**src/rtl/wb_regfile_pkg.sv**
```systemverilog
// Shared types and helpers for the writeback-side register file and its
// pending-write scoreboard.
package wb_regfile_pkg;

    localparam int REG_ADDR_W = 5;
    localparam int XLEN       = 32;
    localparam int SB_CNT_W   = 2;

    typedef logic [REG_ADDR_W-1:0] reg_addr_t;
    typedef logic [SB_CNT_W-1:0]   sb_cnt_t;

    // Next count plus an underflow indication. The count is carried at a
    // fixed 32-bit width so banks with any counter width can share it.
    typedef struct packed {
        logic [31:0] cnt;
        logic        uf;
    } sb_next_t;

    // Simultaneous inc/dec cancel out; a dec of an empty counter holds it at
    // zero and reports underflow. Saturation is prevented upstream by the
    // issue stall, so inc never wraps here.
    function automatic sb_next_t sb_next(input logic [31:0] cnt,
                                         input logic        inc,
                                         input logic        dec);
        sb_next_t r;
        r.cnt = cnt;
        r.uf  = 1'b0;
        if (inc && !dec) begin
            r.cnt = cnt + 32'd1;
        end else if (dec && !inc) begin
            if (cnt == 32'd0) begin
                r.uf = 1'b1;
            end else begin
                r.cnt = cnt - 32'd1;
            end
        end
        return r;
    endfunction

endpackage

```
**src/rtl/wb_regfile_bank.sv**
```systemverilog
// One register bank: storage, two combinational read ports with write-through
// bypass, and per-register pending-writer counters.
// HARD_ZERO=1 makes entry 0 a constant-zero register that never counts.
module wb_regfile_bank
    import wb_regfile_pkg::*;
#(
    parameter int NREG      = 32,
    parameter int CNT_W     = SB_CNT_W,
    parameter bit HARD_ZERO = 1'b1
) (
    input  logic            clk,
    input  logic            rst,
    input  logic            wr_en_i,
    input  reg_addr_t       wr_addr_i,
    input  logic [XLEN-1:0] wr_data_i,
    input  logic            rd1_en_i,
    input  reg_addr_t       rd1_addr_i,
    output logic [XLEN-1:0] rd1_data_o,
    output logic            rd1_busy_o,
    input  logic            rd2_en_i,
    input  reg_addr_t       rd2_addr_i,
    output logic [XLEN-1:0] rd2_data_o,
    output logic            rd2_busy_o,
    input  logic            inc_en_i,
    input  reg_addr_t       inc_addr_i,
    output logic            inc_stall_o,
    input  logic            clr_i,
    output logic            uf_o
);

    logic [XLEN-1:0]  mem_q [NREG];
    logic [CNT_W-1:0] cnt_q [NREG];
    logic [CNT_W-1:0] cnt_d [NREG];
    sb_next_t         nx;
    logic             wr_act;
    logic             inc_req;
    logic             inc_act;

    // Entry 0 is only a real register when the bank is not zero-hardwired.
    function automatic logic live(input reg_addr_t a);
        return !HARD_ZERO || (a != '0);
    endfunction

    // Effective write/dec and inc strobes after zero-register filtering.
    always_comb begin
        wr_act      = wr_en_i && live(wr_addr_i);
        inc_req     = inc_en_i && live(inc_addr_i);
        inc_stall_o = inc_req && (cnt_q[inc_addr_i] == {CNT_W{1'b1}});
        inc_act     = inc_req && !inc_stall_o;
    end

    // Read ports: a committing writeback to the same entry is forwarded.
    always_comb begin
        rd1_data_o = '0;
        rd2_data_o = '0;
        if (rd1_en_i && live(rd1_addr_i)) begin
            rd1_data_o = (wr_act && (wr_addr_i == rd1_addr_i)) ? wr_data_i : mem_q[rd1_addr_i];
        end
        if (rd2_en_i && live(rd2_addr_i)) begin
            rd2_data_o = (wr_act && (wr_addr_i == rd2_addr_i)) ? wr_data_i : mem_q[rd2_addr_i];
        end
    end

    // Busy unless the last outstanding writer retires now (taken via bypass).
    always_comb begin
        rd1_busy_o = rd1_en_i && live(rd1_addr_i) && (cnt_q[rd1_addr_i] != '0) &&
                     !((cnt_q[rd1_addr_i] == CNT_W'(1)) && wr_act && (wr_addr_i == rd1_addr_i));
        rd2_busy_o = rd2_en_i && live(rd2_addr_i) && (cnt_q[rd2_addr_i] != '0) &&
                     !((cnt_q[rd2_addr_i] == CNT_W'(1)) && wr_act && (wr_addr_i == rd2_addr_i));
    end

    // Counter next state; a clear overrides any inc/dec in the same cycle.
    always_comb begin
        nx   = '0;
        uf_o = 1'b0;
        for (int i = 0; i < NREG; i++) begin
            nx = sb_next(32'(cnt_q[i]),
                         inc_act && (inc_addr_i == REG_ADDR_W'(i)),
                         wr_act  && (wr_addr_i  == REG_ADDR_W'(i)));
            cnt_d[i] = CNT_W'(nx.cnt);
            if (nx.uf) begin
                uf_o = 1'b1;
            end
            if (clr_i) begin
                cnt_d[i] = '0;
            end
        end
        if (clr_i) begin
            uf_o = 1'b0;
        end
    end

    // Architectural storage; reset wipes every entry.
    always_ff @(posedge clk or posedge rst) begin
        if (rst) begin
            for (int i = 0; i < NREG; i++) begin
                mem_q[i] <= '0;
            end
        end else if (wr_act) begin
            mem_q[wr_addr_i] <= wr_data_i;
        end
    end

    // Pending-writer counters.
    always_ff @(posedge clk or posedge rst) begin
        if (rst) begin
            for (int i = 0; i < NREG; i++) begin
                cnt_q[i] <= '0;
            end
        end else begin
            for (int i = 0; i < NREG; i++) begin
                cnt_q[i] <= cnt_d[i];
            end
        end
    end

endmodule

```
**src/rtl/wb_regfile_sb.sv**
```systemverilog
// ID-side register file with pending-write scoreboard, fed by the registered
// writeback triple. Optional FP bank enabled by macro WB_REGFILE_FP_BANK_EN;
// without it the FP select inputs are ignored.
module wb_regfile_sb
    import wb_regfile_pkg::*;
#(
    parameter int NREG  = 32,
    parameter int CNT_W = SB_CNT_W
) (
    input  logic            clk,
    input  logic            Rst,
    input  reg_addr_t       wb_rd,
    input  logic [XLEN-1:0] wb_res,
    input  logic            wb_regwrite,
    input  logic            wb_fpusrc,
    input  reg_addr_t       rs1_addr,
    input  reg_addr_t       rs2_addr,
    input  logic            rs1_fp,
    input  logic            rs2_fp,
    output logic [XLEN-1:0] rs1_data,
    output logic [XLEN-1:0] rs2_data,
    input  logic            issue_valid,
    input  reg_addr_t       issue_rd,
    input  logic            issue_regwrite,
    input  logic            issue_fp,
    input  logic            sb_clr,
    output logic            rs1_busy,
    output logic            rs2_busy,
    output logic            issue_stall,
    output logic            sb_underflow
);

    logic            issue_req;
    logic            int_wr, int_rd1, int_rd2, int_inc;
    logic [XLEN-1:0] int_rd1_data, int_rd2_data;
    logic            int_rd1_busy, int_rd2_busy, int_stall, int_uf;
    logic [XLEN-1:0] fp_rd1_data, fp_rd2_data;
    logic            fp_rd1_busy, fp_rd2_busy, fp_stall, fp_uf;
    logic            sb_underflow_q;

    assign issue_req = issue_valid && issue_regwrite;

    wb_regfile_bank #(
        .NREG      (NREG),
        .CNT_W     (CNT_W),
        .HARD_ZERO (1'b1)
    ) u_int_bank (
        .clk         (clk),
        .rst         (Rst),
        .wr_en_i     (int_wr),
        .wr_addr_i   (wb_rd),
        .wr_data_i   (wb_res),
        .rd1_en_i    (int_rd1),
        .rd1_addr_i  (rs1_addr),
        .rd1_data_o  (int_rd1_data),
        .rd1_busy_o  (int_rd1_busy),
        .rd2_en_i    (int_rd2),
        .rd2_addr_i  (rs2_addr),
        .rd2_data_o  (int_rd2_data),
        .rd2_busy_o  (int_rd2_busy),
        .inc_en_i    (int_inc),
        .inc_addr_i  (issue_rd),
        .inc_stall_o (int_stall),
        .clr_i       (sb_clr),
        .uf_o        (int_uf)
    );

`ifdef WB_REGFILE_FP_BANK_EN
    assign int_wr  = wb_regwrite && !wb_fpusrc;
    assign int_rd1 = !rs1_fp;
    assign int_rd2 = !rs2_fp;
    assign int_inc = issue_req && !issue_fp;

    // FP bank: f0 is an ordinary register.
    wb_regfile_bank #(
        .NREG      (NREG),
        .CNT_W     (CNT_W),
        .HARD_ZERO (1'b0)
    ) u_fp_bank (
        .clk         (clk),
        .rst         (Rst),
        .wr_en_i     (wb_regwrite && wb_fpusrc),
        .wr_addr_i   (wb_rd),
        .wr_data_i   (wb_res),
        .rd1_en_i    (rs1_fp),
        .rd1_addr_i  (rs1_addr),
        .rd1_data_o  (fp_rd1_data),
        .rd1_busy_o  (fp_rd1_busy),
        .rd2_en_i    (rs2_fp),
        .rd2_addr_i  (rs2_addr),
        .rd2_data_o  (fp_rd2_data),
        .rd2_busy_o  (fp_rd2_busy),
        .inc_en_i    (issue_req && issue_fp),
        .inc_addr_i  (issue_rd),
        .inc_stall_o (fp_stall),
        .clr_i       (sb_clr),
        .uf_o        (fp_uf)
    );
`else
    logic unused_fp_sel;

    assign int_wr        = wb_regwrite;
    assign int_rd1       = 1'b1;
    assign int_rd2       = 1'b1;
    assign int_inc       = issue_req;
    assign fp_rd1_data   = '0;
    assign fp_rd2_data   = '0;
    assign fp_rd1_busy   = 1'b0;
    assign fp_rd2_busy   = 1'b0;
    assign fp_stall      = 1'b0;
    assign fp_uf         = 1'b0;
    assign unused_fp_sel = ^{wb_fpusrc, rs1_fp, rs2_fp, issue_fp};
`endif

    // Each bank drives zero on ports it does not own, so OR merges them.
    assign rs1_data     = int_rd1_data | fp_rd1_data;
    assign rs2_data     = int_rd2_data | fp_rd2_data;
    assign rs1_busy     = int_rd1_busy | fp_rd1_busy;
    assign rs2_busy     = int_rd2_busy | fp_rd2_busy;
    assign issue_stall  = int_stall | fp_stall;
    assign sb_underflow = sb_underflow_q;

    // Sticky underflow flag; only reset clears it.
    always_ff @(posedge clk or posedge Rst) begin
        if (Rst) begin
            sb_underflow_q <= 1'b0;
        end else if (int_uf || fp_uf) begin
            sb_underflow_q <= 1'b1;
        end
    end

endmodule
```
**config.mk**
```make
export PLATFORM = sky130hd
export DESIGN_NAME = wb_regfile_sb
export DESIGN_NICKNAME = d
export VERILOG_FILES = /design/src/rtl/wb_regfile_pkg.sv /design/src/rtl/wb_regfile_bank.sv /design/src/rtl/wb_regfile_sb.sv
export SDC_FILE = /design/constraint.sdc
export NUM_CORES = 2
export LEC_CHECK = 0
export BUFFER_PORTS_ARGS = -buffer_cell sky130_fd_sc_hd__buf_4
export CAP_MARGIN = 20
export CELL_PAD_IN_SITES_DETAIL_PLACEMENT = 0
export CELL_PAD_IN_SITES_GLOBAL_PLACEMENT = 1
export CORE_ASPECT_RATIO = 0.6
export CORE_UTILIZATION = 47
export DETAILED_ROUTE_END_ITERATION = 7
export PLACE_DENSITY = 0.86
export SLEW_MARGIN = 20
export SYNTH_ARGS = -nofsm -noshare
export SYNTH_HDL_FRONTEND = slang
export SYNTH_SLANG_ARGS = --single-unit
```
**constraint.sdc**
```tcl
create_clock -name clk -period 31.3 [get_ports clk]
set_clock_uncertainty 0.1 [all_clocks]
set_input_delay 3.13 -clock clk [delete_from_list [all_inputs] [get_ports clk]]
set_output_delay 3.13 -clock clk [all_outputs]
set_load 0.005 [all_outputs]
```
==> reports/qor.yml <==
die_y_um: 281.5
synth_cell_types: 50
synth.most_common_cell: "nand2_1"
drive_gt1_share_pct: 31.12
synth_top_family_by_area: "multiplexers"
synth_compound_area_share_pct: 3.288
clk_latency_ns: 0.75
slew_headroom_pct: 21.98
clk_pin_slew_worst_paths_ns: 0.06
yosys-top-cells-count: "nand2_1, dfrtp_1, mux4_2, mux2_2, clkbuf_1"
io_buffers: 125
post-route-period-util_pct: 34.11
rsz0062_at_grt: "false"
start_kind: "input port"
drc_errors: 0
endpoint_kind: "output port"
synth-main-ff-cell: "dfrtp_1"
synth_xor_area_share_pct: 0.5869
synth_mux_area_share_pct: 34.82
syn_nets: 5316
hold_viol_final: 0
die_w_um: 467.8
wl_mm: 209.4
status: "complete, no violations"
grt_pass1_wl_mm: 307.7
syn_area_per_cell_um2: 11.71
synth_top_cell_area_share_pct: 44.54
yosysWarnings: 0
ys_ff_latch: 1089
synth_seq_area_share_pct: 44.54
fin_util_pct: 51.76
min_period_ns: 10.68
drtIter0Drc: 7040
grt.overflow.total: 0
worst_slew_pin_slew_ns: 1.166
critical_path_arrival_ns: 7.45
finalSetupViolCount: 0
worstPathMaxFanout: 97
synth_edf_count: 0
cp_slowest_cell: "buf_4"
async_flop_share_pct: 100.0
clockBufferDepth: 3
fin_nets: 5137
grt_max_degree: 166
syn_area_um2: 61180
fp-row-count: 102
detail_route.wl_per_cell_um: 30.61
synthSimpleGateAreaFrac_pct: 12.43
syn_inst: 5223
post_cts_buffers: 0
cellPowerDensity_nw_per_um2: 59.80
area_delta_synth_final_pct: 9.145
crit_required_ns: 28.07
vias_per_cell: 6.685
numCtsBuffers: 102
max_freq_mhz: 93.66
cts_sinks: 1089
synth.area.top_cells: "dfrtp_1, mux4_2, nand2_1, mux2_2, clkbuf_1"
vias: 45731
die_area_um2: 131700
gp_congestion: 0.8737
hold_path.class: "register to register"
tritoncts: "built"
final.setup.tns_ns: 0
ctsRootBufferMaster: "clkbuf_16"
holdBufCountCts: 0
grt_pass1_vias: 45098
dp_hpwl_mm: 114.6
p_leak_nw: 30.08
vdd.ir_drop.worst_v: 0.00004763
antenna_left: 0
synthAdderAreaFrac_pct: 0.6339
finalMaxSlewViolations: 0
io_pins: 130
htreeDepth: 3
path_class: "input port to output port"
grt_use_total_pct: 32.12
cts_resized: 0
crit_path_cell_trace: "buf_8 -> buf_12 -> buf_4 -> mux4_2 -> mux4_2 -> o21ai_0 -> a21oi_1 -> buf_4"
yosysTopAreaCell: "dfrtp_1"
firstDrtPassIters: 8
critical-path-max-stage-delay_ns: 0.85
drv_cap: 0
grt_antenna_before_repair: 5
coreArea_um2: 129000
initial_core_util_pct: 47.42
[state kept, by name, summed over array words and instances (netlist names)]
register,count
u_int_bank.mem_q,1024
u_int_bank.cnt_q,64
sb_underflow,1
[layer usage]
layer | share of wire [%] | global-route usage [%] | routed length, um | up-vias
met2 | 43 | 45.72 | 89830 | 3220
met4 | 4.1 | 12.23 | 8529 | 6
li1 | - | - | - | 18269
met1 | 39 | 45.02 | 81890 | 23715
met5 | 0.015 | 0 | 32 | -
met3 | 14 | 11.54 | 29130 | 521
[report_power, final]
part	switching [mW]	total [mW]	internal [mW]
Clock	0.583	1.29	0.708
Combinational	0.373	0.851	0.479
Sequential	0.195	1.85	1.66
Total	1.15	3.99	2.84
[through the flow]
| step | instance area, um^2 | setup WS [ns] | power, mW | instances | hold slack [ns] |
|---|---|---|---|---|---|
| after floorplan | 61190 | 13.05 | 2.451 | 5223 | 0.3413 |
| after global placement | 63360 | 20.61 | 2.655 | 6654 | 0.2765 |
| after detailed placement | 63390 | 20.57 | 2.706 | 6655 | 0.2820 |
| after CTS | 66740 | 20.57 | 3.983 | 6837 | 0.2971 |
| after global routing | 66780 | 20.25 | 4.148 | 6840 | 0.3026 |
| final | 66780 | 20.62 | 3.994 | 6841 | 0.2910 |
[worst max-delay path: cells and delay by family]
family                 cells  cell delay, ns
buffers and inverters      4            2.19
muxes                      2            1.10
AOI/OAI and AO/OA          2            0.73
[logic make-up (layout without fill, tap and decap cells)]
group / after synthesis / count (layout)
and+or+nand+nor: 1945 / 1945
AOI/OAI and AO/OA: 314 / 314
adders and majority gates: 31 / 31
buffers and inverters: 577 / 476
xor gates and xnor gates: 41 / 41
muxes: 1226 / 1226
other: 0 / 3
DFF: 1089 / 1089
[worst paths after layout]
| check | cells past startpoint | slack (ns) | end | startpoint |
|---|---|---|---|---|
| min in group asynchronous | 3 | 2.51 | u_int_bank.mem_q[641] | Rst |
| max | 8 | 20.62 | rs2_data[11] | rs2_addr[0] |
| max in group asynchronous | 8 | 24.89 | u_int_bank.mem_q[534] | Rst |
| min | 0 | 0.29 | u_int_bank.mem_q[1006] | u_int_bank.mem_q[1006] |
| max reg2reg | 8 | 27.78 | sb_underflow | u_int_bank.cnt_q[51] |
| min reg2reg | 0 | 0.29 | u_int_bank.mem_q[1006] | u_int_bank.mem_q[1006] |
[layout make-up]
type                    instances  area, um^2
flip-flops and latches       1089       27250
diodes                          3       7.507
inverters                      73       277.8
well taps                    1716        2147
fillers                     10766       62250
clock buffers                 149        3013
multi-input cells            3557       31980
clock inverters                33       336.6
repair buffers                221        1769
[cells in the final DEF (no fill, tap or decap), types with 10 or more instances in the layout]
master / count
nand2_1: 1627
dfrtp_1: 1089
mux4_2: 675
mux2_2: 470
buf_4: 209
nor2_1: 135
clkbuf_16: 105
a21oi_1: 87
mux2i_1: 81
inv_1: 70
a211oi_1: 67
nand3_1: 46
o21ai_0: 45
xnor2_1: 39
o22ai_1: 34
ha_1: 31
nor2b_1: 25
clkbuf_1: 22
clkbuf_8: 22
clkinv_2: 19
nand2_2: 15
nor2_4: 15
a311oi_1: 14
a31oi_1: 14
nand4_1: 13
and3_1: 11
nand2_4: 10
nand3_2: 10
a221oi_1: 10
Power figures use the tool's default switching activity.
